File: src/rtl/mips_div_pkg.sv
// Shared constants for the sequential MIPS DIV/DIVU unit: default sizes,
// iteration counter width and FSM state encodings.
package mips_div_pkg;

  localparam int DIV_WIDTH = 32;
  localparam int DIV_ITER  = 32;
  localparam int DIV_CNT_W = $clog2(DIV_ITER);

  localparam logic [1:0] ST_IDLE = 2'd0;
  localparam logic [1:0] ST_RUN  = 2'd1;
  localparam logic [1:0] ST_FIX  = 2'd2;
  localparam logic [1:0] ST_DONE = 2'd3;

endpackage

File: src/rtl/div_step.sv
// One restoring-division step: shift in the next dividend bit, trial-subtract
// the divisor and keep the difference only when it did not go negative.
module div_step
  import mips_div_pkg::*;
#(
  parameter int WIDTH = DIV_WIDTH
) (
  input  logic [WIDTH-1:0] rem,
  input  logic             bit_in,
  input  logic [WIDTH-1:0] divisor,
  output logic [WIDTH-1:0] rem_next,
  output logic             q_bit
);

  logic [WIDTH:0] shifted;
  logic [WIDTH:0] diff;

  // rem < divisor always holds, so bit WIDTH of diff is a clean borrow flag.
  assign shifted  = {rem, bit_in};
  assign diff     = shifted - {1'b0, divisor};
  assign q_bit    = ~diff[WIDTH];
  assign rem_next = q_bit ? diff[WIDTH-1:0] : shifted[WIDTH-1:0];

endmodule

File: src/rtl/mips_div_seq.sv
// Sequential MIPS DIV/DIVU: magnitude restoring division, one quotient bit
// per clock, with sign fix-up and N/Z/V/DZ flags produced in a final cycle.
module mips_div_seq
  import mips_div_pkg::*;
#(
  parameter int WIDTH = DIV_WIDTH,
  parameter int ITER  = DIV_ITER
) (
  input  logic             clk,
  input  logic             reset_n,
  input  logic             start,
  input  logic             sign,
  input  logic [WIDTH-1:0] S,
  input  logic [WIDTH-1:0] T,
  output logic [WIDTH-1:0] Y_hi,
  output logic [WIDTH-1:0] Y_lo,
  output logic             busy,
  output logic             done,
  output logic             N,
  output logic             Z,
  output logic             V,
  output logic             DZ
);

  localparam int CNT_W = $clog2(ITER);
  localparam logic [WIDTH-1:0] MIN_NEG = {1'b1, {(WIDTH-1){1'b0}}};

  logic [1:0]       state_reg;
  logic [CNT_W-1:0] cnt_reg;
  logic [WIDTH-1:0] quo_reg;
  logic [WIDTH-1:0] rem_reg;
  logic [WIDTH-1:0] dvs_reg;
  logic [WIDTH-1:0] s_raw_reg;
  logic             q_neg_reg;
  logic             r_neg_reg;
  logic             ovf_reg;
  logic             dz_reg;

  logic [WIDTH-1:0] abs_s;
  logic [WIDTH-1:0] abs_t;
  logic [WIDTH-1:0] rem_next;
  logic             q_bit;
  logic [WIDTH-1:0] lo_fix;
  logic [WIDTH-1:0] hi_fix;

  assign abs_s = (sign && S[WIDTH-1]) ? -S : S;
  assign abs_t = (sign && T[WIDTH-1]) ? -T : T;

  div_step #(.WIDTH(WIDTH)) u_step (
    .rem      (rem_reg),
    .bit_in   (quo_reg[WIDTH-1]),
    .divisor  (dvs_reg),
    .rem_next (rem_next),
    .q_bit    (q_bit)
  );

  // Divide-by-zero results are formed in FIX like every other result.
  always_comb begin
    lo_fix = q_neg_reg ? -quo_reg : quo_reg;
    hi_fix = r_neg_reg ? -rem_reg : rem_reg;
    if (dz_reg) begin
      lo_fix = '1;
      hi_fix = s_raw_reg;
    end
  end

  always_ff @(posedge clk or negedge reset_n) begin
    if (!reset_n) begin
      state_reg <= ST_IDLE;
      cnt_reg   <= '0;
      quo_reg   <= '0;
      rem_reg   <= '0;
      dvs_reg   <= '0;
      s_raw_reg <= '0;
      q_neg_reg <= 1'b0;
      r_neg_reg <= 1'b0;
      ovf_reg   <= 1'b0;
      dz_reg    <= 1'b0;
      Y_hi      <= '0;
      Y_lo      <= '0;
      busy      <= 1'b0;
      done      <= 1'b0;
      N         <= 1'b0;
      Z         <= 1'b1;
      V         <= 1'b0;
      DZ        <= 1'b0;
    end else begin
      case (state_reg)
        ST_IDLE: begin
          if (start) begin
            s_raw_reg <= S;
            quo_reg   <= abs_s;
            rem_reg   <= '0;
            dvs_reg   <= abs_t;
            q_neg_reg <= sign && (S[WIDTH-1] ^ T[WIDTH-1]);
            r_neg_reg <= sign && S[WIDTH-1];
            ovf_reg   <= sign && (S == MIN_NEG) && (T == '1);
            dz_reg    <= (T == '0);
            cnt_reg   <= '0;
            busy      <= 1'b1;
            state_reg <= (T == '0) ? ST_FIX : ST_RUN;
          end
        end
        ST_RUN: begin
          // Dividend bits leave quo_reg at the top as quotient bits enter at the bottom.
          quo_reg <= {quo_reg[WIDTH-2:0], q_bit};
          rem_reg <= rem_next;
          cnt_reg <= cnt_reg + 1'b1;
          if (cnt_reg == CNT_W'(ITER - 1)) begin
            state_reg <= ST_FIX;
          end
        end
        ST_FIX: begin
          Y_lo      <= lo_fix;
          Y_hi      <= hi_fix;
          N         <= lo_fix[WIDTH-1];
          Z         <= (lo_fix == '0);
          V         <= ovf_reg && !dz_reg;
          DZ        <= dz_reg;
          done      <= 1'b1;
          state_reg <= ST_DONE;
        end
        default: begin
          done      <= 1'b0;
          busy      <= 1'b0;
          state_reg <= ST_IDLE;
        end
      endcase
    end
  end

endmodule

File: config.mk
export PLATFORM = sky130hd
export DESIGN_NAME = mips_div_seq
export DESIGN_NICKNAME = d
export VERILOG_FILES = /design/src/rtl/mips_div_pkg.sv /design/src/rtl/div_step.sv /design/src/rtl/mips_div_seq.sv
export SDC_FILE = /design/constraint.sdc
export NUM_CORES = 1
export LEC_CHECK = 0
export ABC_AREA = 1
export ABC_CLOCK_PERIOD_IN_PS = 2400
export BUFFER_PORTS_ARGS = -buffer_cell sky130_fd_sc_hd__buf_4
export CORE_MARGIN = 1
export CORE_UTILIZATION = 30
export DETAILED_ROUTE_END_ITERATION = 7
export PLACE_DENSITY_LB_ADDON = 0.2
export SYNTH_ARGS = -nofsm -noshare
export SYNTH_HDL_FRONTEND = slang
export SYNTH_HIERARCHICAL = 1
export SYNTH_SLANG_ARGS = --single-unit
File: constraint.sdc
create_clock -name clk -period 2.4 [get_ports clk]
set_input_delay 0.24 -clock clk [delete_from_list [all_inputs] [get_ports clk]]
set_output_delay 0.24 -clock clk [all_outputs]
set_load 0.01 [all_outputs]
==> results of run 1 <==
==> tightest hold or removal path, stage by stage <==
cell	delay [ns]
buf_4	0.12
xnor2_1	0.12
o21ai_0	0.07
==> cell usage after synthesis (4+ instances only) <==
master / count
nand2_1: 824
inv_1: 287
nor2_1: 222
dfrtp_1: 207
o21ai_0: 194
nand3_1: 172
a21oi_1: 97
xor2_1: 50
ha_1: 43
clkbuf_1: 42
nand4_1: 30
buf_1: 18
o211ai_1: 15
nor3_1: 13
o21ai_1: 13
nand2_2: 12
buf_2: 11
nor2_2: 10
xnor2_1: 9
nor4_1: 8
o21bai_1: 8
buf_4: 7
inv_2: 7
a31oi_1: 6
o221ai_1: 6
nand3b_1: 5
o31ai_1: 5
or2_2: 5
and2_1: 4
nor2_4: 4
o41ai_1: 4
==> cells in the final DEF, fill, tap and decap left out, drive strengths merged, types with 7 or more instances in the layout <==
cell	n
a21oi	100
buf	251
clkbuf	32
clkinv	7
dfrtp	207
dlygate4sd3	17
ha	43
inv	297
nand2	841
nand3	174
nand4	33
nor2	236
nor3	16
nor4	8
o211ai	15
o21ai	211
o21bai	8
or2	8
xnor2	9
xor2	50
==> power by group <==
part	leakage, uW	total [uW]	switching (uW)	internal (uW)
clock	0.000441	4230	1700	2530
sequential	0.00261	6510	1440	5070
combinational	0.00699	17900	11200	6660
total	0.0100	28600	14300	14300
==> logic make-up after synthesis <==
family,synth area share [%]
simple gates,36.3
compound gates,12.9
xor+xnor,3.38
flops,34.1
fa+ha+maj,3.65
buf+inv,9.66
==> what timing repair did <==
action | in CTS | in global routing
cloned | 3 | 2
setup buffers | 1 | 9
endpoints found under the setup margin | 33 | 41
pin swaps | 4 | 37
endpoints found under the hold margin | 77 | 0
gates resized for setup | 12 | 101
hold buffers | 17 | 0
==> stage by stage <==
stage	cells	power [uW]	TNS (ns)
after floorplan	2375	16500	0
after global placement	3206	22800	-0.937
after detailed placement	3206	22900	-2.93
after CTS	3276	27600	0
after global routing	3287	31100	-4.21
final	3287	28600	-0.0175
==> path summary, 6_finish.rpt <==
check | to | cells past startpoint | slack, ns
max | rem_reg[30] | 19 | -0.02
min | dvs_reg[10] | 3 | 0.03
max reg2reg | rem_reg[30] | 19 | -0.02
min reg2reg | s_raw_reg[2] | 2 | 0.48
max in group asynchronous | Y_hi[25] | 3 | 1.36
min in group asynchronous | rem_reg[21] | 2 | 0.26
==> layout make-up <==
| cell class | count | area, um2 |
|---|---|---|
| Fill cell | 5438 | 30800 |
| Multi-Input combinational cell | 1794 | 9050 |
| Sequential cell | 208 | 5210 |
| Timing Repair Buffer | 270 | 2200 |
| Inverter | 294 | 1100 |
| Tap cell | 672 | 841 |
| Clock buffer | 30 | 697 |
| Clock inverter | 19 | 219 |
==> routing by layer <==
metal,vias up,global-route usage [%]
met5,-,0
li1,8030,-
met2,445,36.3
met1,7713,33.0
met4,0,3.90
met3,55,3.52
==> reports/results.txt, run 1 <==
Worst hold start -> T[10]
DR WL met2 -> 26.3 mm
Final worst-path setup slack -> -0.0175 ns
Hold Vio Cnt, Final -> 0
Max VDD drop -> 0.657 mV
Metal-1 WL -> 28.7 mm
Worst Tran Pin Value -> 0.662 ns
Die H -> 228 um
Hpwl dp -> 46.3 mm
Largest stage delay on the critical path -> 0.39 ns
RR Startpoint -> quo_reg[31]
Final Setup Violations -> 1
Violated checks -> negative setup slack
Crit start category -> flop
Drc violations -> 0
Slew headroom -> 55.5%
Die area -> 51800 um2
Fin. max-slew vios -> 0
Fin nets -> 2707
Clock Tree Root -> clkbuf_16
IO Count -> 138
PwrDens -> 1480 nW/um2
Remaining antenna violation count -> 0
Routed WL per cell -> 18.1 um
Syn. warnings -> 6
Dominant synthesized flop cell -> dfrtp_1
Outcome -> finished, violations left
Clock tree buffer depth -> 3
Unrepaired setup endpoints after global routing -> true
Setup crit start -> quo_reg[31]
Die width -> 228 um
Share of cells above drive strength 1 -> 16.7%
Initial antenna violation count -> 0
Cell family with the largest share of critical-path delay -> simple AND/OR/NAND/NOR gates
Critical path data arrival time -> 2.89 ns
Period utilization -> 101%
DR vias -> 16243
Largest net degree at the start of global routing -> 69
Core ar. -> 50200 um2
Total CTS buffers -> 27
Synthesis-stage register bit count -> 208
Min-Delay Path Class -> in2reg
Final Skew -> 0.0131 ns
P&R area growth vs syn -> 26.5%
MaxCap Viol Count -> 0
CTS clk-pin slew, worst paths -> 0.06 ns
Max Freq -> 414 MHz
Worst Setup End Kind -> flop
CP Max Fanout -> 7
Initial core utilization -> 30.4%
Post-synth top area share -> 33.9%
Fin crit period -> 2.42 ns
Clk Latency, worst-skew pair -> 0.56 ns
Via density -> 4.94
Final wirelength -> 59.4 mm
Design area -> 19300 um2
Input/output buffers -> 137
DRT iter0 DRCs -> 1222
Pre-CTS setup slack -> -0.126 ns
CTS tree -> built
Netlist cell types -> 52
WS Path Type -> reg2reg
Crit path buf inv count -> 3
Min Hold Slack -> 0.0315 ns
Clk sink count -> 208
Post-synth ARST share -> 100%
Core Util, Final -> 38.5%
DR WL met3 -> 3.48 mm
Syn nets -> 2487
Total track usage -> 22.9%
CP Cell Sequence -> inv_1, ha_2, fa_2, inv_2, nand2_2, nand2_2, nand3_2, nand2_2, nand2_2, nand2_2, nand2_4, nand2_4, nand2_4, nand2_8, buf_12, nand2_2, nand2_1, nand3_1, o21ai_1
Vias in the first global route -> 15660
First-pass GRT wire length -> 91.0 mm
Total global routing overflow -> 0
Leak -> 0.0100 uW
Detailed Routing Iterations Pass 1 -> 5
Post-synthesis sequential area ratio -> 34.1%
Placed instance area -> 17700 um2
Placer's final routability congestion estimate -> 0.930
# diodes -> 0
Rows -> 82
Top post-synthesis cells by area -> dfrtp_1 34%, nand2_1 20%, inv_1 7.1%
Req. time, crit path -> 2.88 ns
Synth Instances -> 2375
Leading area contributor after synthesis -> dfrtp_1
Post-synth EDFFs -> 0
Syn Area/Cell -> 6.43 um2
H-tree levels -> 1
Mapped Area -> 15300 um2
Uppermost layer routed -> met4
Crit path top cell by count -> nand2_2
Critical-path top delay cell -> fa_2
Note: power is estimated with default switching activity, not from simulation.
==> run 2: changes to the inputs <==
--- a/config.mk
+++ b/config.mk
@@ -6,7 +6,7 @@
 export NUM_CORES = 1
 export LEC_CHECK = 0
 export ABC_AREA = 1
-export ABC_CLOCK_PERIOD_IN_PS = 2400
+export ABC_CLOCK_PERIOD_IN_PS = 3000
 export BUFFER_PORTS_ARGS = -buffer_cell sky130_fd_sc_hd__buf_4
 export CORE_MARGIN = 1
 export CORE_UTILIZATION = 30
==> constraint.sdc (replaced) <==
create_clock -name clk -period 3 [get_ports clk]
set_input_delay 0.3 -clock clk [delete_from_list [all_inputs] [get_ports clk]]
set_output_delay 0.3 -clock clk [all_outputs]
set_load 0.01 [all_outputs]
==> run 2 against run 1 <==
The flow now finishes without violations; count of clock-buffer cells in the layout up 10; die area unchanged; hold slack better by 0.0062 ns; sequential power down 19%; sequential cell count unchanged; setup slack better by 0.30 ns; global-route usage down 0.78 points; power down 27%; largest power group unchanged.
==> reports/results.txt, run 2 (synthesized netlist as in run 1, its figures left out) <==
Slew headroom -> 49.4%
Hold Vio Cnt, Final -> 0
Input/output buffers -> 137
WS Path Type -> reg2reg
Clk sink count -> 208
H-tree levels -> 1
Dpl cells -> 3128
Hold path depth -> 3
Worst Setup End Kind -> flop
Drc violations -> 0
Leak -> 0.00946 uW
Initial antenna violation count -> 0
Detailed Routing Iterations Pass 1 -> 5
Fin. max-slew vios -> 0
Min-Delay Path Class -> in2reg
Most common cell after layout, fill and taps aside -> nand2_1
Setup TNS -> 0 ns
Max VDD drop -> 0.504 mV
MaxCap Viol Count -> 0
DR vias -> 15828
Max Freq -> 367 MHz
Unrepaired setup endpoints after global routing -> false
Clk Latency, worst-skew pair -> 0.59 ns
Clock Tree Root -> clkbuf_16
Total CTS buffers -> 28
Largest net degree at the start of global routing -> 73
Fin crit period -> 2.72 ns
Clock tree buffer depth -> 3
Share of cells above drive strength 1 -> 10.7%
Die H -> 228 um
Die area -> 51800 um2
CP Max Fanout -> 32
DRT iter0 DRCs -> 1415
Total power draw -> 20800 uW
R2R depth -> 18
FF-to-FF setup slack -> 0.28 ns
Period utilization -> 90.7%
Hpwl dp -> 44.6 mm
Worst r2r dst -> rem_reg[31]
Design area -> 18100 um2
First-pass GRT wire length -> 87.5 mm
Fin nets -> 2604
Total global routing overflow -> 0
Placed instance area -> 17000 um2
Vias in the first global route -> 15036
Setup Buffers After CTS -> 0
Remaining antenna violation count -> 0
Req. time, crit path -> 3.48 ns
PwrDens -> 1150 nW/um2
Initial core utilization -> 30.4%
CTS clk-pin slew, worst paths -> 0.06 ns
Worst Tran Pin Value -> 0.760 ns
Non-Filler Instances -> 3186
Die width -> 228 um
Core ar. -> 50200 um2
Critical Path End -> rem_reg[31]
Placer's final routability congestion estimate -> 0.935
CTS tree -> built
Critical path data arrival time -> 3.20 ns
RR Startpoint -> quo_reg[31]
Final Skew -> 0.0343 ns
Crit start category -> flop
# diodes -> 0
Outcome -> finished, final reports clean
Number of fill cells -> 5479
Setup crit start -> quo_reg[31]
IO Count -> 138
Final Setup Violations -> 0
Most frequent cells in the layout -> 823 x nand2_1, 286 x inv_1, 222 x nor2_1
Routed WL per cell -> 17.9 um
Via density -> 4.97
Rows -> 82
P&R area growth vs syn -> 18.3%
Final wirelength -> 57.1 mm
Min Hold Slack -> 0.0377 ns
Total track usage -> 22.1%
[run 2: worst max-delay path, stage by stage, from the launching register on]
cell,delay [ns]
dfrtp_1,0.42
inv_1,0.07
ha_1,0.22
fa_1,0.41
inv_1,0.12
nand2_1,0.06
nand2_1,0.07
nand3_1,0.08
nand2_2,0.12
nand2_1,0.07
nand2_2,0.08
nand2_2,0.07
nand2_2,0.08
nand2_2,0.06
nand2_4,0.29
nand2_1,0.11
nand2_1,0.09
nand3_1,0.07
o21ai_0,0.11
[run 2: per-layer routing]
layer  global-route usage, %  vias to the layer above  routed length (um)
met2                    34.1                      449               25100
met4                    5.17                        0                1110
met3                    3.79                       52                3820
met1                    31.9                     7517               27100
li1                        -                     7810                   -
met5                       0                        -                   0
[run 2: worst min path at each step]
| stage | startpoint | to | slack [ns] |
|---|---|---|---|
| 2_1_floorplan | reset_n | DZ | 0.004 |
| 3_3_place_gp | reset_n | dvs_reg[30] | 0.32 |
| 3_5_place_dp | reset_n | dvs_reg[30] | 0.32 |
| 4_1_cts | S[11] | s_raw_reg[11] | 0.01 |
| 5_1_grt | S[11] | s_raw_reg[11] | 0.04 |
| 6_report | sign | q_neg_reg | 0.04 |
[run 2: what timing repair did]
item | 4_1_cts | 5_1_grt
resized for setup | 0 | 1
endpoints found under the setup margin | 0 | 1
hold buffers | 6 | 0
hold endpoints to repair | 73 | 0
[run 2: where the power goes]
part | internal [uW] | total [uW] | switching (uW)
sequential | 4050 | 5270 | 1220
combinational | 3980 | 12000 | 8060
clock | 2110 | 3500 | 1390
total | 10100 | 20800 | 10700
[run 2: stage by stage]
stage          worst slack [ns]  util [%]
3_5_place_dp              0.320      34.0
5_1_grt                  0.0131      36.0
2_1_floorplan             0.757         -
6_report                  0.279      36.0
4_1_cts                   0.269      36.0
3_3_place_gp              0.413      34.0
[run 2: layout make-up]
cell class / count / area [um2] / share of cell area [%]
Sequential cell: 208 / 5210 / 28.8
Inverter: 294 / 1100 / 6.11
Timing Repair Buffer: 169 / 1330 / 7.35
Clock inverter: 12 / 166 / 0.921
Multi-Input combinational cell: 1791 / 8630 / 47.7
Tap cell: 672 / 841 / 4.65
Clock buffer: 40 / 796 / 4.40
